===== config.mk =====
export PLATFORM = sky130hd
export DESIGN_NAME = pdp8_tt_buf_flat
export DESIGN_NICKNAME = d
export VERILOG_FILES = /design/src/rtl/pdp8_pkg.sv /design/src/rtl/pdp8_tt_buf_if.sv /design/src/rtl/pdp8_tt_fifo.sv /design/src/rtl/pdp8_tt_buf.sv /design/src/flat_wrapper.sv
export SDC_FILE = /design/constraint.sdc
export NUM_CORES = 1
export LEC_CHECK = 0
export ABC_AREA = 1
export CORE_AREA = 2 2 246 151
export CTS_CLUSTER_DIAMETER = 30
export DETAILED_ROUTE_END_ITERATION = 8
export DIE_AREA = 0 0 248 153
export DONT_BUFFER_PORTS = 1
export PLACE_DENSITY_LB_ADDON = 0.25
export REMOVE_ABC_BUFFERS = 1
export SLEW_MARGIN = 20
export SYNTH_ARGS = -nofsm -noshare
export SYNTH_HDL_FRONTEND = slang
export SYNTH_SLANG_ARGS = --single-unit

===== constraint.sdc =====
create_clock -name clk -period 3.2 [get_ports clk]
set_input_delay 0.48 -clock clk [delete_from_list [all_inputs] [get_ports clk]]
set_output_delay 0.48 -clock clk [all_outputs]
set_load 0.005 [all_outputs]

===== src/rtl/pdp8_pkg.sv =====
// Shared PDP-8 definitions: CPU major states, IOP bit positions, default device codes.
package pdp8_pkg;

  localparam int unsigned DATA_W  = 12;
  localparam int unsigned BYTE_W  = 8;
  localparam int unsigned DEV_W   = 6;
  localparam int unsigned MB_W    = 12;
  localparam int unsigned STATE_W = 4;

  typedef enum logic [STATE_W-1:0] {
    ST_F0 = 4'd0,
    ST_F1 = 4'd1,
    ST_F2 = 4'd2,
    ST_F3 = 4'd3
  } cpu_state_e;

  localparam int unsigned IOP1 = 0;
  localparam int unsigned IOP2 = 1;
  localparam int unsigned IOP4 = 2;

  localparam logic [DEV_W-1:0] DEV_KBD = 6'o03;
  localparam logic [DEV_W-1:0] DEV_TTY = 6'o04;

  // 6xx5 on the printer is repurposed as "set interrupt enable"
  localparam logic [2:0] MB_TIE = 3'b101;

endpackage


===== src/rtl/pdp8_tt_buf_if.sv =====
// Console bus bundle: CPU IOT side plus byte-level UART side.
interface pdp8_tt_buf_if;
  import pdp8_pkg::*;

  logic                 iot;
  logic [STATE_W-1:0]   state;
  logic [MB_W-1:0]      mb;
  logic [DEV_W-1:0]     io_select;
  logic [DATA_W-1:0]    io_data_in;
  logic [DATA_W-1:0]    io_data_out;
  logic                 io_selected;
  logic                 io_skip;
  logic                 io_data_avail;
  logic                 io_interrupt;
  logic [BYTE_W-1:0]    rx_byte;
  logic                 rx_strobe;
  logic [BYTE_W-1:0]    tx_byte;
  logic                 tx_valid;
  logic                 tx_ready;
  logic                 rx_ovr;
  logic                 tx_ovr;

  modport master (
    output iot, state, mb, io_select, io_data_in, rx_byte, rx_strobe, tx_ready,
    input  io_data_out, io_selected, io_skip, io_data_avail, io_interrupt,
           tx_byte, tx_valid, rx_ovr, tx_ovr
  );

  modport slave (
    input  iot, state, mb, io_select, io_data_in, rx_byte, rx_strobe, tx_ready,
    output io_data_out, io_selected, io_skip, io_data_avail, io_interrupt,
           tx_byte, tx_valid, rx_ovr, tx_ovr
  );

endinterface


===== src/rtl/pdp8_tt_fifo.sv =====
// Synchronous byte FIFO, first-word fall-through, wrap-bit full/empty detection.
module pdp8_tt_fifo
  import pdp8_pkg::*;
#(
  parameter int unsigned AW = 4
) (
  input  logic              clk,
  input  logic              reset,
  input  logic              push,
  input  logic [BYTE_W-1:0] din,
  input  logic              pop,
  output logic [BYTE_W-1:0] dout,
  output logic              empty,
  output logic              full
);

  localparam int unsigned DEPTH = 1 << AW;
  localparam int unsigned PW    = AW + 1;

  logic [BYTE_W-1:0] mem [DEPTH];
  logic [PW-1:0]     wr_ptr;
  logic [PW-1:0]     rd_ptr;
  logic              pop_en;
  logic              push_en;

  // A push into a full FIFO still lands when the head leaves in the same cycle
  assign pop_en  = pop & ~empty;
  assign push_en = push & (~full | pop_en);

  assign empty = (wr_ptr == rd_ptr);
  assign full  = (wr_ptr[AW] != rd_ptr[AW]) && (wr_ptr[AW-1:0] == rd_ptr[AW-1:0]);
  assign dout  = mem[rd_ptr[AW-1:0]];

  always_ff @(posedge clk) begin
    if (push_en) begin
      mem[wr_ptr[AW-1:0]] <= din;
    end
  end

  always_ff @(posedge clk) begin
    if (reset) begin
      wr_ptr <= '0;
      rd_ptr <= '0;
    end else begin
      if (push_en) wr_ptr <= wr_ptr + PW'(1);
      if (pop_en)  rd_ptr <= rd_ptr + PW'(1);
    end
  end

endmodule


===== src/rtl/pdp8_tt_buf.sv =====
// Buffered PDP-8 console: IOT decode for keyboard/printer over RX/TX FIFOs to a UART core.
module pdp8_tt_buf
  import pdp8_pkg::*;
#(
  parameter logic [DEV_W-1:0] RX_DEV   = DEV_KBD,
  parameter logic [DEV_W-1:0] TX_DEV   = DEV_TTY,
  parameter int unsigned      RX_AW    = 4,
  parameter int unsigned      TX_AW    = 4,
  parameter logic             IE_RESET = 1'b1
) (
  input logic          clk,
  input logic          reset,
  pdp8_tt_buf_if.slave bus
);

  logic              f1_iot;
  logic              f1_d;
  logic              strobe;
  logic              kbd_sel;
  logic              tty_sel;
  logic [2:0]        iop;
  logic              is_tie;
  logic              kcc;
  logic              tty_clr;
  logic              tls;
  logic              tie;
  logic              tx_accept;
  logic              rx_flag;
  logic              tx_flag;
  logic              ie;
  logic              rx_ovr_q;
  logic              tx_ovr_q;
  logic [BYTE_W-1:0] rx_head;
  logic              rx_empty;
  logic              rx_full;
  logic              tx_empty;
  logic              tx_full;
  logic [MB_W-4:0]   unused_mb;

  assign unused_mb = bus.mb[MB_W-1:3];

  // Side effects fire only on the first cycle of an F1 IOT window
  assign f1_iot  = (bus.state == STATE_W'(ST_F1)) & bus.iot;
  assign strobe  = f1_iot & ~f1_d;
  assign kbd_sel = f1_iot & (bus.io_select == RX_DEV);
  assign tty_sel = f1_iot & (bus.io_select == TX_DEV);
  assign iop     = bus.mb[2:0];
  assign is_tie  = (iop == MB_TIE);

  assign kcc     = strobe & kbd_sel & iop[IOP2];
  assign tty_clr = strobe & tty_sel & ~is_tie & (iop[IOP2] | iop[IOP4]);
  assign tls     = strobe & tty_sel & ~is_tie & iop[IOP4];
  assign tie     = strobe & tty_sel & is_tie;

  assign tx_accept = bus.tx_valid & bus.tx_ready;
  assign rx_flag   = ~rx_empty;

  pdp8_tt_fifo #(.AW(RX_AW)) u_rx_fifo (
    .clk   (clk),
    .reset (reset),
    .push  (bus.rx_strobe),
    .din   (bus.rx_byte),
    .pop   (kcc),
    .dout  (rx_head),
    .empty (rx_empty),
    .full  (rx_full)
  );

  pdp8_tt_fifo #(.AW(TX_AW)) u_tx_fifo (
    .clk   (clk),
    .reset (reset),
    .push  (tls),
    .din   (bus.io_data_in[BYTE_W-1:0]),
    .pop   (tx_accept),
    .dout  (bus.tx_byte),
    .empty (tx_empty),
    .full  (tx_full)
  );

  // Status registers; a TCF/TLS strobe wins over a same-cycle transmit completion
  always_ff @(posedge clk) begin
    if (reset) begin
      f1_d     <= 1'b0;
      tx_flag  <= 1'b0;
      ie       <= IE_RESET;
      rx_ovr_q <= 1'b0;
      tx_ovr_q <= 1'b0;
    end else begin
      f1_d <= f1_iot;
      if (tty_clr) begin
        tx_flag <= 1'b0;
      end else if (tx_accept) begin
        tx_flag <= 1'b1;
      end
      if (tie) begin
        ie <= bus.io_data_in[0];
      end
      if (bus.rx_strobe & rx_full & ~kcc) begin
        rx_ovr_q <= 1'b1;
      end
      if (tls & tx_full & ~tx_accept) begin
        tx_ovr_q <= 1'b1;
      end
    end
  end

  // Combinational IOT response while the CPU sits in the F1 window
  always_comb begin
    bus.io_selected = 1'b0;
    bus.io_skip     = 1'b0;
    bus.io_data_out = bus.io_data_in;
    if (kbd_sel) begin
      bus.io_selected = 1'b1;
      bus.io_skip     = iop[IOP1] & rx_flag;
      if (iop != 3'b000) begin
        bus.io_data_out = iop[IOP4] ? DATA_W'(rx_head) : '0;
      end
    end else if (tty_sel) begin
      bus.io_selected = 1'b1;
      bus.io_skip     = iop[IOP1] & ~is_tie & tx_flag;
    end
  end

  assign bus.io_data_avail = 1'b1;
  assign bus.io_interrupt  = ie & (rx_flag | tx_flag);
  assign bus.tx_valid      = ~tx_empty;
  assign bus.rx_ovr        = rx_ovr_q;
  assign bus.tx_ovr        = tx_ovr_q;

endmodule


===== src/flat_wrapper.sv =====
// flat-port wrapper written by rule: the top's interface ports become plain ports
module pdp8_tt_buf_flat import pdp8_pkg::*;
#(
  parameter logic [DEV_W-1:0] RX_DEV   = DEV_KBD,
  parameter logic [DEV_W-1:0] TX_DEV   = DEV_TTY,
  parameter int unsigned      RX_AW    = 4,
  parameter int unsigned      TX_AW    = 4,
  parameter logic             IE_RESET = 1'b1
)
  (clk, reset, bus_iot, bus_state, bus_mb, bus_io_select, bus_io_data_in, bus_rx_byte, bus_rx_strobe, bus_tx_ready, bus_io_data_out, bus_io_selected, bus_io_skip, bus_io_data_avail, bus_io_interrupt, bus_tx_byte, bus_tx_valid, bus_rx_ovr, bus_tx_ovr);
  pdp8_tt_buf_if bus_i ();
  input logic clk;
  input logic reset;
  input wire logic [$bits(bus_i.iot)-1:0] bus_iot;
  input wire logic [$bits(bus_i.state)-1:0] bus_state;
  input wire logic [$bits(bus_i.mb)-1:0] bus_mb;
  input wire logic [$bits(bus_i.io_select)-1:0] bus_io_select;
  input wire logic [$bits(bus_i.io_data_in)-1:0] bus_io_data_in;
  input wire logic [$bits(bus_i.rx_byte)-1:0] bus_rx_byte;
  input wire logic [$bits(bus_i.rx_strobe)-1:0] bus_rx_strobe;
  input wire logic [$bits(bus_i.tx_ready)-1:0] bus_tx_ready;
  output wire logic [$bits(bus_i.io_data_out)-1:0] bus_io_data_out;
  output wire logic [$bits(bus_i.io_selected)-1:0] bus_io_selected;
  output wire logic [$bits(bus_i.io_skip)-1:0] bus_io_skip;
  output wire logic [$bits(bus_i.io_data_avail)-1:0] bus_io_data_avail;
  output wire logic [$bits(bus_i.io_interrupt)-1:0] bus_io_interrupt;
  output wire logic [$bits(bus_i.tx_byte)-1:0] bus_tx_byte;
  output wire logic [$bits(bus_i.tx_valid)-1:0] bus_tx_valid;
  output wire logic [$bits(bus_i.rx_ovr)-1:0] bus_rx_ovr;
  output wire logic [$bits(bus_i.tx_ovr)-1:0] bus_tx_ovr;
  assign bus_i.iot = bus_iot;
  assign bus_i.state = bus_state;
  assign bus_i.mb = bus_mb;
  assign bus_i.io_select = bus_io_select;
  assign bus_i.io_data_in = bus_io_data_in;
  assign bus_i.rx_byte = bus_rx_byte;
  assign bus_i.rx_strobe = bus_rx_strobe;
  assign bus_i.tx_ready = bus_tx_ready;
  assign bus_io_data_out = bus_i.io_data_out;
  assign bus_io_selected = bus_i.io_selected;
  assign bus_io_skip = bus_i.io_skip;
  assign bus_io_data_avail = bus_i.io_data_avail;
  assign bus_io_interrupt = bus_i.io_interrupt;
  assign bus_tx_byte = bus_i.tx_byte;
  assign bus_tx_valid = bus_i.tx_valid;
  assign bus_rx_ovr = bus_i.rx_ovr;
  assign bus_tx_ovr = bus_i.tx_ovr;
  pdp8_tt_buf #(.RX_DEV(RX_DEV), .TX_DEV(TX_DEV), .RX_AW(RX_AW), .TX_AW(TX_AW), .IE_RESET(IE_RESET)) u_core (.clk(clk), .reset(reset), .bus(bus_i));
endmodule

==> results of run 1 <==
## kinds of logic (layout without fill, tap and decap cells)
| family | Yosys count | in the layout | share of synthesized area [%] |
|---|---|---|---|
| AO/OA/AOI/OAI | 234 | 234 | 11.2 |
| XOR/XNOR | 13 | 13 | 0.925 |
| adder cells (fa/ha/maj) | 10 | 10 | 1.02 |
| flip-flops | 289 | 289 | 67.8 |
| buffers and inverters | 168 | 242 | 5.54 |
| other | 1 | 2 | 0.0305 |
| AND/OR/NAND/NOR | 366 | 366 | 13.5 |
## flip-flops by register name (all words and copies together), names as in the netlist, 5 cells and up, named ones only
name and cells:
u_core.u_rx_fifo.mem 128, u_core.u_rx_fifo.rd_ptr 5, u_core.u_rx_fifo.wr_ptr 5, u_core.u_tx_fifo.mem 128, u_core.u_tx_fifo.rd_ptr 5, u_core.u_tx_fifo.wr_ptr 5
## through the flow
stage | setup WS [ns] | setup TNS [ns] | cell area (um2) | hold WS, ns | util [%]
floorplan | -0.273 | -1.10 | 12100 | 0.437 | -
global placement | 0.655 | 0 | 13000 | 0.455 | 36.3
finish | 0.319 | 0 | 14600 | 0.0259 | 40.7
CTS | 0.223 | 0 | 14500 | 0.000293 | 40.7
detailed placement | 0.647 | 0 | 13000 | 0.471 | 36.3
global route | 0.0645 | 0 | 14600 | 0.00161 | 40.7
## power breakdown
part           internal (mW)  switching (mW)  leakage, nW
clock                   3.00            1.79        0.712
sequential              4.13          0.0162         2.57
combinational          0.106           0.256         1.80
## final cells by class
class / count / share of cell area, %
Inverter: 113 / 2.93
Timing Repair Buffer: 51 / 2.89
Antenna cell: 1 / 0.0172
Tap cell: 476 / 4.09
Clock inverter: 26 / 2.20
Clock buffer: 52 / 7.91
Sequential cell: 289 / 57.4
Multi-Input combinational cell: 624 / 22.6
## synth_stat cells (16+ instances only)
cell type	instances	share of area, %
nand3_1	68	2.8
dfxtp_1	33	5.4
clkbuf_1	28	0.85
edfxtp_1	256	62
buf_2	17	0.69
a21oi_1	51	2.1
nor2_1	115	3.5
nor3_1	16	0.65
nand2_1	131	4.0
o221ai_1	22	1.6
inv_1	110	3.4
o211ai_1	41	2.5
o21ai_0	106	4.3
## worst max path at each step
stage                                    end  slack (ns)  cells after the start
after floorplan           bus_io_data_out[2]       -0.27                      6
after global placement    bus_io_data_out[4]        0.65                      8
after detailed placement  bus_io_data_out[4]        0.65                      8
after CTS                     bus_tx_byte[1]        0.22                      5
after global routing      bus_io_data_out[2]        0.06                      8
final                     bus_io_data_out[2]        0.32                      8
## timing repair
item | 4_1_cts | 5_1_grt
gates resized for setup | 0 | 1
endpoints found under the hold margin | 103 | 0
hold buffers | 10 | 0
setup endpoints to repair | 0 | 4
## layer usage
layer	track usage (%)	routed length (um)	up-vias
met1	26.9	16000	3947
met4	3.48	473	4
met5	0	27	-
met2	21.8	12300	260
li1	-	-	3927
met3	3.60	2070	52
## critical path, stage by stage, from the launching register on
cell and delay [ns]:
dfxtp_2 0.82, buf_4 0.36, a21oi_1 0.06, o21ai_0 0.08
nand2_1 0.07, nor2_1 0.11, o21ai_0 0.13, nand2_1 0.14
nand2_1 0.10
==> flow_summary.json, run 1 <==
{
  "hold_viol": 0,
  "grt_usage_pct": 16.5,
  "drc": 0,
  "ys_seq_area_share_pct": 67.8,
  "powerDensity_nw_per_um2": 640,
  "die_x_um": 248,
  "first_pass_iters": 5,
  "die_y_um": 153,
  "drv_cap": 0,
  "critical_path_class": "flip-flop to output port",
  "port_buffers": 0,
  "grt_pass1_wl_mm": 47.3,
  "reg2reg_depth": 8,
  "root_buffer": "clkbuf_16",
  "multi_input_area_um2": 3280,
  "synth_edf_count": 256,
  "fill_cells": 3374,
  "crit_path_start_kind": "flip-flop",
  "worst-endpoint-arrival_ns": 2.40,
  "antenna_found_initial": 3,
  "min_period_ns": 2.88,
  "design.core.area_um2": 35700,
  "maxSlewViolCount": 0,
  "fin_total_pwr_mw": 9.31,
  "routed_wirelength_mm": 30.9,
  "syn_inst": 1081,
  "initial_core_util_pct": 34.5,
  "final_cell_mix": "256 x edfxtp_1, 131 x nand2_1, 115 x nor2_1, 110 x inv_1, 106 x o21ai_0",
  "hp-start": "bus_io_data_in[5]",
  "drtIter0Drc": 654,
  "grt_pass1_vias": 7757,
  "fmax_ghz": 0.347,
  "required_ns": 2.72,
  "clkSinkCount": 289,
  "num_rows": 54,
  "grt_start_max_net_pins": 65,
  "clock_skew_ns": 0.0378,
  "via_per_inst": 5.02,
  "holdPathEnd": "u_core.u_tx_fifo.mem[4][5]",
  "cp-end-kind": "output port",
  "regArea_um2": 8350,
  "layout_commonest_cell": "edfxtp_1",
  "nets": 1180,
  "clock_latency_ns": 0.55,
  "yosysWarnings": 0,
  "power_leakage_nw": 5.09,
  "status": "complete, no violations",
  "peakVddDrop_mv": 0.373,
  "ios": 74,
  "max_slew_margin_pct": 48.3,
  "synthArstFlopShare_pct": 0,
  "drive_gt1_share_pct": 12.6,
  "area_growth_pct": 18.2,
  "setup_viol": 0,
  "numCtsBuffers": 44,
  "cp_max_fo": 35,
  "min_path_type": "input pin to flip-flop",
  "postCtsSetupRepairBufs": 0,
  "netlist_area_um2": 12300,
  "hold-path-cell-count": 0,
  "gp_congestion": 0.822,
  "num_vias": 8190,
  "htreeDepth": 2,
  "rsz0062_at_grt": "no",
  "min_period_over_period_pct": 90.0,
  "avgSynthCellArea_um2": 11.4,
  "reg2reg_to": "u_core.u_rx_fifo.mem[2][1]",
  "grt.overflow.total": 0,
  "clk_pin_slew_ns": 0.06,
  "synth_ff_type": "edfxtp_1",
  "ys_types": 36,
  "ys_seq_elements": 289,
  "clock_path_buffers": 3,
  "post_drt_wl_per_cell_um": 18.9,
  "antenna_left": 0,
  "r2r_slack_ns": 0.94,
  "fin_cells": 1632,
  "worstMarginPinSlew_ns": 0.773,
  "cts_tree": "done",
  "die_area_um2": 37900,
  "dp_hpwl_mm": 19.9,
  "reg2reg_from": "u_core.u_rx_fifo.wr_ptr[2]",
  "place_inst": 1543
}
Power figures use the tool's default switching activity.
==> run 2: changes to the inputs <==
Settings changed: SETUP_SLACK_MARGIN set to 0.3.
==> flow_summary.json, run 2 (synthesized netlist as in run 1, its figures left out) <==
{
  "status": "complete, no violations",
  "nets": 1181,
  "design.core.area_um2": 35700,
  "cpPeakStageDelay_ns": 0.48,
  "layout_commonest_cell": "edfxtp_1",
  "gp_congestion": 0.822,
  "place_worst_setup_slack_ns": 0.647,
  "placed_cell_area_um2": 13000,
  "p_comb_share_pct": 3.9,
  "pwr-share-seq_pct": 44.6,
  "grt_pass1_wl_mm": 47.3,
  "drv_cap": 0,
  "num_rows": 54,
  "critical_path_class": "flip-flop to output port",
  "endpoint": "bus_io_data_out[2]",
  "power_leakage_nw": 5.10,
  "peakVddDrop_mv": 0.373,
  "crit_path_start_kind": "flip-flop",
  "hold_viol": 0,
  "worstMarginPinSlew_ns": 0.779,
  "grt.overflow.total": 0,
  "clkSinkCount": 289,
  "p_sw_share_pct": 22.2,
  "fin_total_pwr_mw": 9.30,
  "clock_path_buffers": 3,
  "numCtsBuffers": 44,
  "clock_latency_ns": 0.55,
  "drc": 0,
  "fin_area_um2": 14600,
  "ios": 74,
  "maxSlewViolCount": 0,
  "min_period_ns": 2.68,
  "fmax_ghz": 0.373,
  "die_y_um": 153,
  "path_cells": "buf_12, o21ai_0, a21oi_1, o21ai_0, o21ai_0, nand2_1, nand2_1",
  "clock_power_share_pct": 51.5,
  "powerDensity_nw_per_um2": 638,
  "fill_cells": 3371,
  "port_buffers": 0,
  "cts_tree": "done",
  "drive_gt1_share_pct": 12.6,
  "fin_ws_ns": 0.517,
  "required_ns": 2.72,
  "routed_wirelength_mm": 30.9,
  "reg2reg_to": "u_core.u_rx_fifo.mem[2][1]",
  "post_drt_wl_per_cell_um": 18.9,
  "reg2reg_from": "u_core.u_rx_fifo.wr_ptr[2]",
  "root_buffer": "clkbuf_16",
  "cpMaxStageDelayCell": "dfxtp_4",
  "intPower_mw": 7.24,
  "cp-end-kind": "output port",
  "min_period_over_period_pct": 83.9,
  "grt_usage_pct": 16.5,
  "htreeDepth": 2,
  "num_vias": 8197,
  "drtIter0Drc": 686,
  "p_sw_mw": 2.06,
  "r2r_slack_ns": 0.93,
  "via_per_inst": 5.01,
  "final_cell_mix": "256 x edfxtp_1, 131 x nand2_1, 115 x nor2_1, 110 x inv_1, 106 x o21ai_0",
  "rsz0062_at_grt": "no",
  "reg2reg_depth": 8,
  "cp_max_fo": 64,
  "grt_pass1_vias": 7757,
  "grt_start_max_net_pins": 65,
  "crit_path_frequent_cell": "o21ai_0",
  "area_growth_pct": 18.4,
  "whs_ns": 0.0262,
  "setup_viol": 0,
  "clk_pin_slew_ns": 0.06,
  "max_slew_margin_pct": 47.9,
  "clock_skew_ns": 0.0367,
  "antenna_left": 0,
  "worst-endpoint-arrival_ns": 2.20,
  "die_area_um2": 37900,
  "die_x_um": 248,
  "first_pass_iters": 5,
  "min_path_type": "input pin to flip-flop",
  "initial_core_util_pct": 34.5,
  "dp_hpwl_mm": 19.9,
  "antenna_found_initial": 3
}
==> run 2: area by class of cell <==
type                       count  area (um2)  area share, %
clock inverter                26         320           2.20
timing repair buffer          52         434           2.98
multi-input combinational    624        3280           22.5
tap                          476         596           4.09
clock buffer                  52        1150           7.90
antenna                        3        7.51         0.0515
inverter                     113         427           2.93
sequential                   289        8360           57.3
==> run 2: worst min-delay path by stage <==
stage	from	to	slack [ns]	depth (start not counted)
CTS	reset	u_core.u_rx_fifo.rd_ptr[2]	0.0003	1
global placement	u_core.ie	u_core.ie	0.45	2
floorplan	u_core.ie	u_core.ie	0.44	2
detailed placement	u_core.u_tx_fifo.rd_ptr[4]	u_core.u_tx_fifo.rd_ptr[4]	0.47	2
global route	bus_io_data_in[5]	u_core.u_tx_fifo.mem[5][5]	0.002	0
finish	reset	flip-flop	0.03	1
==> run 2: worst max-delay path: cells and delay by family (launching register included) <==
family	cells	cell delay, ns
AO/OA/AOI/OAI	4	0.62
flip-flops	1	0.48
buffers and inverters	1	0.28
AND/OR/NAND/NOR	2	0.25
==> run 2: timing repair <==
action / 4_1_cts / 5_1_grt
hold buffers: 10 / 0
setup endpoints to repair: 8 / 1
buffers inserted: 0 / 1
resized for setup: 2 / 0
hold endpoints to repair: 103 / 0
==> run 2: per-layer routing <==
metal  GRT usage [%]  wire (um)  vias to the layer above  share of wire, %
li1                -          -                     3923                 -
met1            26.9      15700                     3951                51
met2            21.8      12400                      269                40
met3            3.60       2340                       50               7.6
met4            3.48        465                        4               1.5
met5               0         27                        -             0.087
==> run 2: power by group through the flow <==
stage	clock [mW]	combinational [mW]	sequential (mW)
after floorplan	0	0.205	4.24
after global placement	0	0.332	4.22
after detailed placement	0	0.333	4.23
after CTS	4.88	0.365	4.15
after global routing	5.03	0.406	4.15
final	4.79	0.361	4.15
==> run 2: per-stage QoR <==
step | util [%] | TNS (ns) | cells
final | 40.8 | 0 | 1635
after global routing | 40.8 | 0 | 1632
after CTS | 40.7 | 0 | 1631
after detailed placement | 36.3 | 0 | 1543
after global placement | 36.3 | 0 | 1543
after floorplan | - | -1.10 | 1026
==> run 3: changes to the inputs <==
Clock period 3.2 ns to 2.4 ns, I/O delays scaled along.
==> flow_summary.json, run 3 (synthesized netlist as in run 1, its figures left out) <==
{
  "first_pass_iters": 5,
  "rsz0062_at_grt": "yes",
  "final_cell_mix": "256 x edfxtp_1, 111 x nand2_1, 110 x nor2_1, 108 x inv_1, 62 x o21ai_0",
  "fin_area_um2": 16100,
  "fill_cells": 3194,
  "drc": 0,
  "fin_ws_ns": 0.115,
  "drive_gt1_share_pct": 24.2,
  "area_growth_pct": 30.6,
  "die_area_um2": 37900,
  "min_period_ns": 2.28,
  "worst-endpoint-arrival_ns": 1.92,
  "post_drt_wl_per_cell_um": 20.8,
  "root_buffer": "clkbuf_16",
  "cp_max_fo": 10,
  "crit_path_frequent_cell": "nand2_1",
  "htreeDepth": 2,
  "place_inst": 1552,
  "grt_start_max_net_pins": 33,
  "setup_viol": 0,
  "initial_core_util_pct": 34.5,
  "finalCoreUtilization_pct": 45.0,
  "clk_pin_slew_ns": 0.05,
  "routed_wirelength_mm": 35.4,
  "hold_viol": 0,
  "timing.critical_path.buf_inv": 2,
  "placed_cell_area_um2": 13100,
  "die_y_um": 153,
  "cpMaxStageDelayCell": "dfxtp_4",
  "multi_input_area_um2": 3690,
  "cts_tree": "done",
  "port_buffers": 0,
  "required_ns": 2.04,
  "clock_skew_ns": 0.0399,
  "num_rows": 54,
  "numCtsBuffers": 47,
  "design.core.area_um2": 35700,
  "drv_cap": 0,
  "crit_family": "simple AND/OR/NAND/NOR gates",
  "fin_setup_tns_ns": 0,
  "die_x_um": 248,
  "whs_ns": 0.0171,
  "clock_path_buffers": 3,
  "nets": 1241,
  "drtIter0Drc": 946,
  "cpPeakStageDelay_ns": 0.40,
  "grt_pass1_vias": 8073,
  "critical_path_class": "flip-flop to output port",
  "fmax_ghz": 0.438,
  "place_worst_setup_slack_ns": 0.271,
  "worstMarginPinSlew_ns": 0.827,
  "via_per_inst": 5.09,
  "power_leakage_nw": 5.68,
  "min_path_type": "input pin to flip-flop",
  "crit_path_start_kind": "flip-flop",
  "num_vias": 8657,
  "max_slew_margin_pct": 44.7,
  "maxSlewViolCount": 0,
  "clkSinkCount": 289,
  "dp_hpwl_mm": 19.7,
  "clock_latency_ns": 0.56,
  "peakVddDrop_mv": 0.530,
  "fin_total_pwr_mw": 13.1,
  "regArea_um2": 8380,
  "layout_commonest_cell": "edfxtp_1",
  "ios": 74,
  "grt.overflow.total": 0,
  "grt_usage_pct": 18.3,
  "antenna_left": 0,
  "cp-end-kind": "output port",
  "antenna_found_initial": 1,
  "min_period_over_period_pct": 95.2,
  "gp_congestion": 0.810,
  "grt_pass1_wl_mm": 51.3,
  "path_cells": "buf_12, clkbuf_16, a21oi_2, o21ai_1, nand3_1, nand3_2, nand2_1, nand2_1, nand2_2",
  "fin_cells": 1700,
  "status": "complete, no violations",
  "powerDensity_nw_per_um2": 815
}
[run 3: final timing paths]
path                                    from                    endpoint  slack, ns  cells past startpoint
setup / recovery                   flip-flop          bus_io_data_out[5]       0.12                      9
hold / removal                     bus_mb[2]  u_core.u_tx_fifo.wr_ptr[4]       0.02                      2
setup reg to reg  u_core.u_rx_fifo.rd_ptr[4]  u_core.u_rx_fifo.mem[3][5]       0.44                      7
hold reg to reg                    u_core.ie                   u_core.ie       0.49                      2
[run 3: worst register-to-register path, delay by kind of cell (launching register included)]
family	cells	cell delay, ns
buffers and inverters	1	0.21
xor gates and xnor gates	1	0.35
DFF	1	0.34
and+or+nand+nor	5	0.75
[run 3: routing by layer]
metal  routed length (um)  vias up  global-route usage [%]
met2                14000      367                    23.0
met3                 3500       55                    5.55
li1                     -     4074                       -
met4                  716        0                    5.33
met5                    0        -                       0
met1                17200     4161                    29.3
[run 3: timing repair]
action | CTS | global route
resized for setup | 111 | 77
cloned | 8 | 8
buffers inserted | 18 | 3
pin swaps | 47 | 54
hold buffers | 22 | 0
endpoints found under the setup margin | 18 | 139
hold endpoints to repair | 278 | 0
[run 3: layout make-up]
cell class	instances	area share, %
flip-flops and latches	289	52.1
multi-input cells	624	22.9
repair buffers	109	8.60
clock buffers	53	7.71
well taps	476	3.70
inverters	113	2.73
clock inverters	34	2.13
diodes	2	0.0311
[run 3: report_power, final]
group | total (mW) | leakage, nW | switching (mW) | internal (mW)
Clock | 6.68 | 0.751 | 2.49 | 4.20
Sequential | 5.53 | 2.58 | 0.0250 | 5.51
Combinational | 0.890 | 2.35 | 0.544 | 0.347
==> patch: new RTL, settings of run 2 <==
`IE_RESET` is set to 1'b1 in 2 places; all go to 1'b0.
--- a/src/rtl/pdp8_tt_buf.sv
+++ b/src/rtl/pdp8_tt_buf.sv
@@ -7,5 +7,5 @@
   parameter int unsigned      RX_AW    = 4,
   parameter int unsigned      TX_AW    = 4,
-  parameter logic             IE_RESET = 1'b1
+  parameter logic             IE_RESET = 1'b0
 ) (
   input logic          clk,
--- a/src/flat_wrapper.sv
+++ b/src/flat_wrapper.sv
@@ -6,5 +6,5 @@
   parameter int unsigned      RX_AW    = 4,
   parameter int unsigned      TX_AW    = 4,
-  parameter logic             IE_RESET = 1'b1
+  parameter logic             IE_RESET = 1'b0
 )
   (clk, reset, bus_iot, bus_state, bus_mb, bus_io_select, bus_io_data_in, bus_rx_byte, bus_rx_strobe, bus_tx_ready, bus_io_data_out, bus_io_selected, bus_io_skip, bus_io_data_avail, bus_io_interrupt, bus_tx_byte, bus_tx_valid, bus_rx_ovr, bus_tx_ovr);
Check against the original RTL: not equivalent (Yosys sat finds a counterexample within 4 cycles, from zero or initial values and one cycle with reset high).
==> patch against run 2 <==
  * Combinational power grew 20%
  * Cell area grew 2.9%
  * Area after synthesis grew 0.13%
  * Setup slack lost 12 ps
  * Power grew 0.88%
  * Synthesized cell count grew 0.37%
  * Critical path depth shrank 2
  * Largest cell class unchanged
  * Routed wire length grew 9.1%
  * Clock skew shrank 13 ps
  * Sequential cell count is the same
==> patch: results (changes against run 2) <==
{
  "critPathCapture": {"value": "bus_tx_byte[1]", "change": "was bus_io_data_out[2]"},
  "timing.rr.start": {"value": "u_core.u_tx_fifo.wr_ptr[2]", "change": "was u_core.u_rx_fifo.wr_ptr[2]"},
  "wl_per_cell": {"value": 20.0, "unit": "µm", "change": "was 18.9 µm"},
  "nNetsFinal": {"value": 1225, "change": "was 1181"},
  "place_congestion": {"value": 0.778, "change": "was 0.822"},
  "number_of_drc_markers_in_iteration_0": {"value": 804, "change": "was 686"},
  "grt_first_pass_wirelength": {"value": 49.5, "unit": "mm", "change": "was 47.3 mm"},
  "layout_min_cycle_time": {"value": 2700, "unit": "ps", "change": "was 2680 ps"},
  "grt_pass1_vias": {"value": 7631, "change": "was 7757"},
  "vdd_ir_drop_max": {"value": 0.000385, "unit": "V", "change": "was 0.000373 V"},
  "pre_cts_ws": {"value": 765, "unit": "ps", "change": "was 647 ps"},
  "clk_skew": {"value": 23.5, "unit": "ps", "change": "was 36.7 ps"},
  "drive_above_1_share": {"value": 13.0, "unit": "%", "change": "was 12.6%"},
  "cellLeakagePower": {"value": 5.25, "unit": "nW", "change": "was 5.10 nW"},
  "gr-usage-all-layers": {"value": 17.7, "unit": "%", "change": "was 16.5%"},
  "grt_start_max_net_pins": {"value": 67, "change": "was 65"},
  "worst-slew-pin-transition": {"value": 763, "unit": "ps", "change": "was 779 ps"},
  "worst_path_dominant_cell_family": {"value": "flip-flops", "change": "was compound AO/OA/AOI/OAI gates"},
  "post-dp-hpwl": {"value": 19.8, "unit": "mm", "change": "was 19.9 mm"},
  "reg2reg_to": {"value": "u_core.u_tx_fifo.mem[13][5]", "change": "was u_core.u_rx_fifo.mem[2][1]"},
  "critical_path.max_fanout": {"value": 28, "change": "was 64"},
  "top_post_synthesis_cells_by_area": {"value": "sky130_fd_sc_hd__edfxtp_1 62%, sky130_fd_sc_hd__dfxtp_1 5.4%, sky130_fd_sc_hd__o21ai_0 4.3%, sky130_fd_sc_hd__nand2_1 4.0%, sky130_fd_sc_hd__nor2_1 3.5%", "change": "unchanged"},
  "slowest_stage": {"value": "sky130_fd_sc_hd__dfxtp_2", "change": "was sky130_fd_sc_hd__dfxtp_4"},
  "status": {"value": "completed", "change": "unchanged"},
  "reg2reg_setup_slack": {"value": 1190, "unit": "ps", "change": "was 930 ps"},
  "vias": {"value": 8365, "change": "was 8197"}
}
patch: changes by cell type after synthesis, moves of 2 or more:
cell                             run 2  this run
sky130_fd_sc_hd__inv_2               3         5
sky130_fd_sc_hd__nand2_1           131       133
sky130_fd_sc_hd__nand2_4             4         1
sky130_fd_sc_hd__nand2_2             5         8
sky130_fd_sc_hd__buf_2              17        19
patch: final cells by class:
class                           count  area [µm²]  area share (%)
Multi-Input combinational cell    626        3290            21.9
Timing Repair Buffer               89         818            5.46
Inverter                          115         432            2.88
Clock inverter                     31         300            2.00
Clock buffer                       54        1200            8.02
Antenna cell                        1        2.50          0.0167
Tap cell                          476         596            3.97
Sequential cell                   289        8350            55.7
patch: timing repair:
item / in CTS / in global routing
buffers inserted: 0 / 1
hold endpoints to repair: 113 / 30
setup endpoints to repair: 0 / 1
hold buffers: 33 / 9
patch: worst min-delay path by stage:
stage,startpoint,to,slack [ps],depth (start not counted)
2_1_floorplan,u_core.bus.tx_ovr,u_core.bus.tx_ovr,440,2
3_3_place_gp,u_core.u_tx_fifo.rd_ptr[4],u_core.u_tx_fifo.rd_ptr[4],460,2
3_5_place_dp,u_core.u_tx_fifo.rd_ptr[4],u_core.u_tx_fifo.rd_ptr[4],470,2
4_1_cts,bus_io_data_in[2],u_core.u_tx_fifo.mem[2][2],0.2,0
5_1_grt,bus_io_data_in[7],u_core.u_tx_fifo.mem[0][7],0.8,0
6_report,bus_io_data_in[7],u_core.u_tx_fifo.mem[13][7],30,0
patch: per-stage QoR:
stage | instance area, µm² | TNS, ps | cells
after floorplan | 12100 | -1070 | 1030
after global placement | 13100 | 0 | 1552
after detailed placement | 13100 | 0 | 1552
after CTS | 14900 | 0 | 1670
after global routing | 15000 | 0 | 1680
final | 15000 | 0 | 1681
patch: cell families (layout without fill, tap and decap cells):
kind of cell	Yosys count	count (layout)	share of synthesized area [%]
and+or+nand+nor	370	370	13.6
DFF	289	289	67.7
AOI/OAI and AO/OA	232	232	11.1
buffers and inverters	170	289	5.64
xor gates and xnor gates	13	13	0.923
adders and majority gates	10	10	1.01
other	1	2	0.0304
patch: layer usage:
layer	wire (µm)	share of wire [%]	track usage, %	up-vias
li1	-	-	-	4024
met1	16800	50	28.5	4005
met2	13300	39	22.8	273
met3	2930	8.7	4.60	63
met4	712	2.1	4.82	0
met5	0	0	0	-
patch: report_power, final:
part | leakage (nW) | internal [W] | switching [W]
Clock | 0.720 | 0.00302 | 0.00178
Sequential | 2.57 | 0.00414 | 0.0000218
Combinational | 1.96 | 0.000139 | 0.000293
Total | 5.25 | 0.00729 | 0.00209
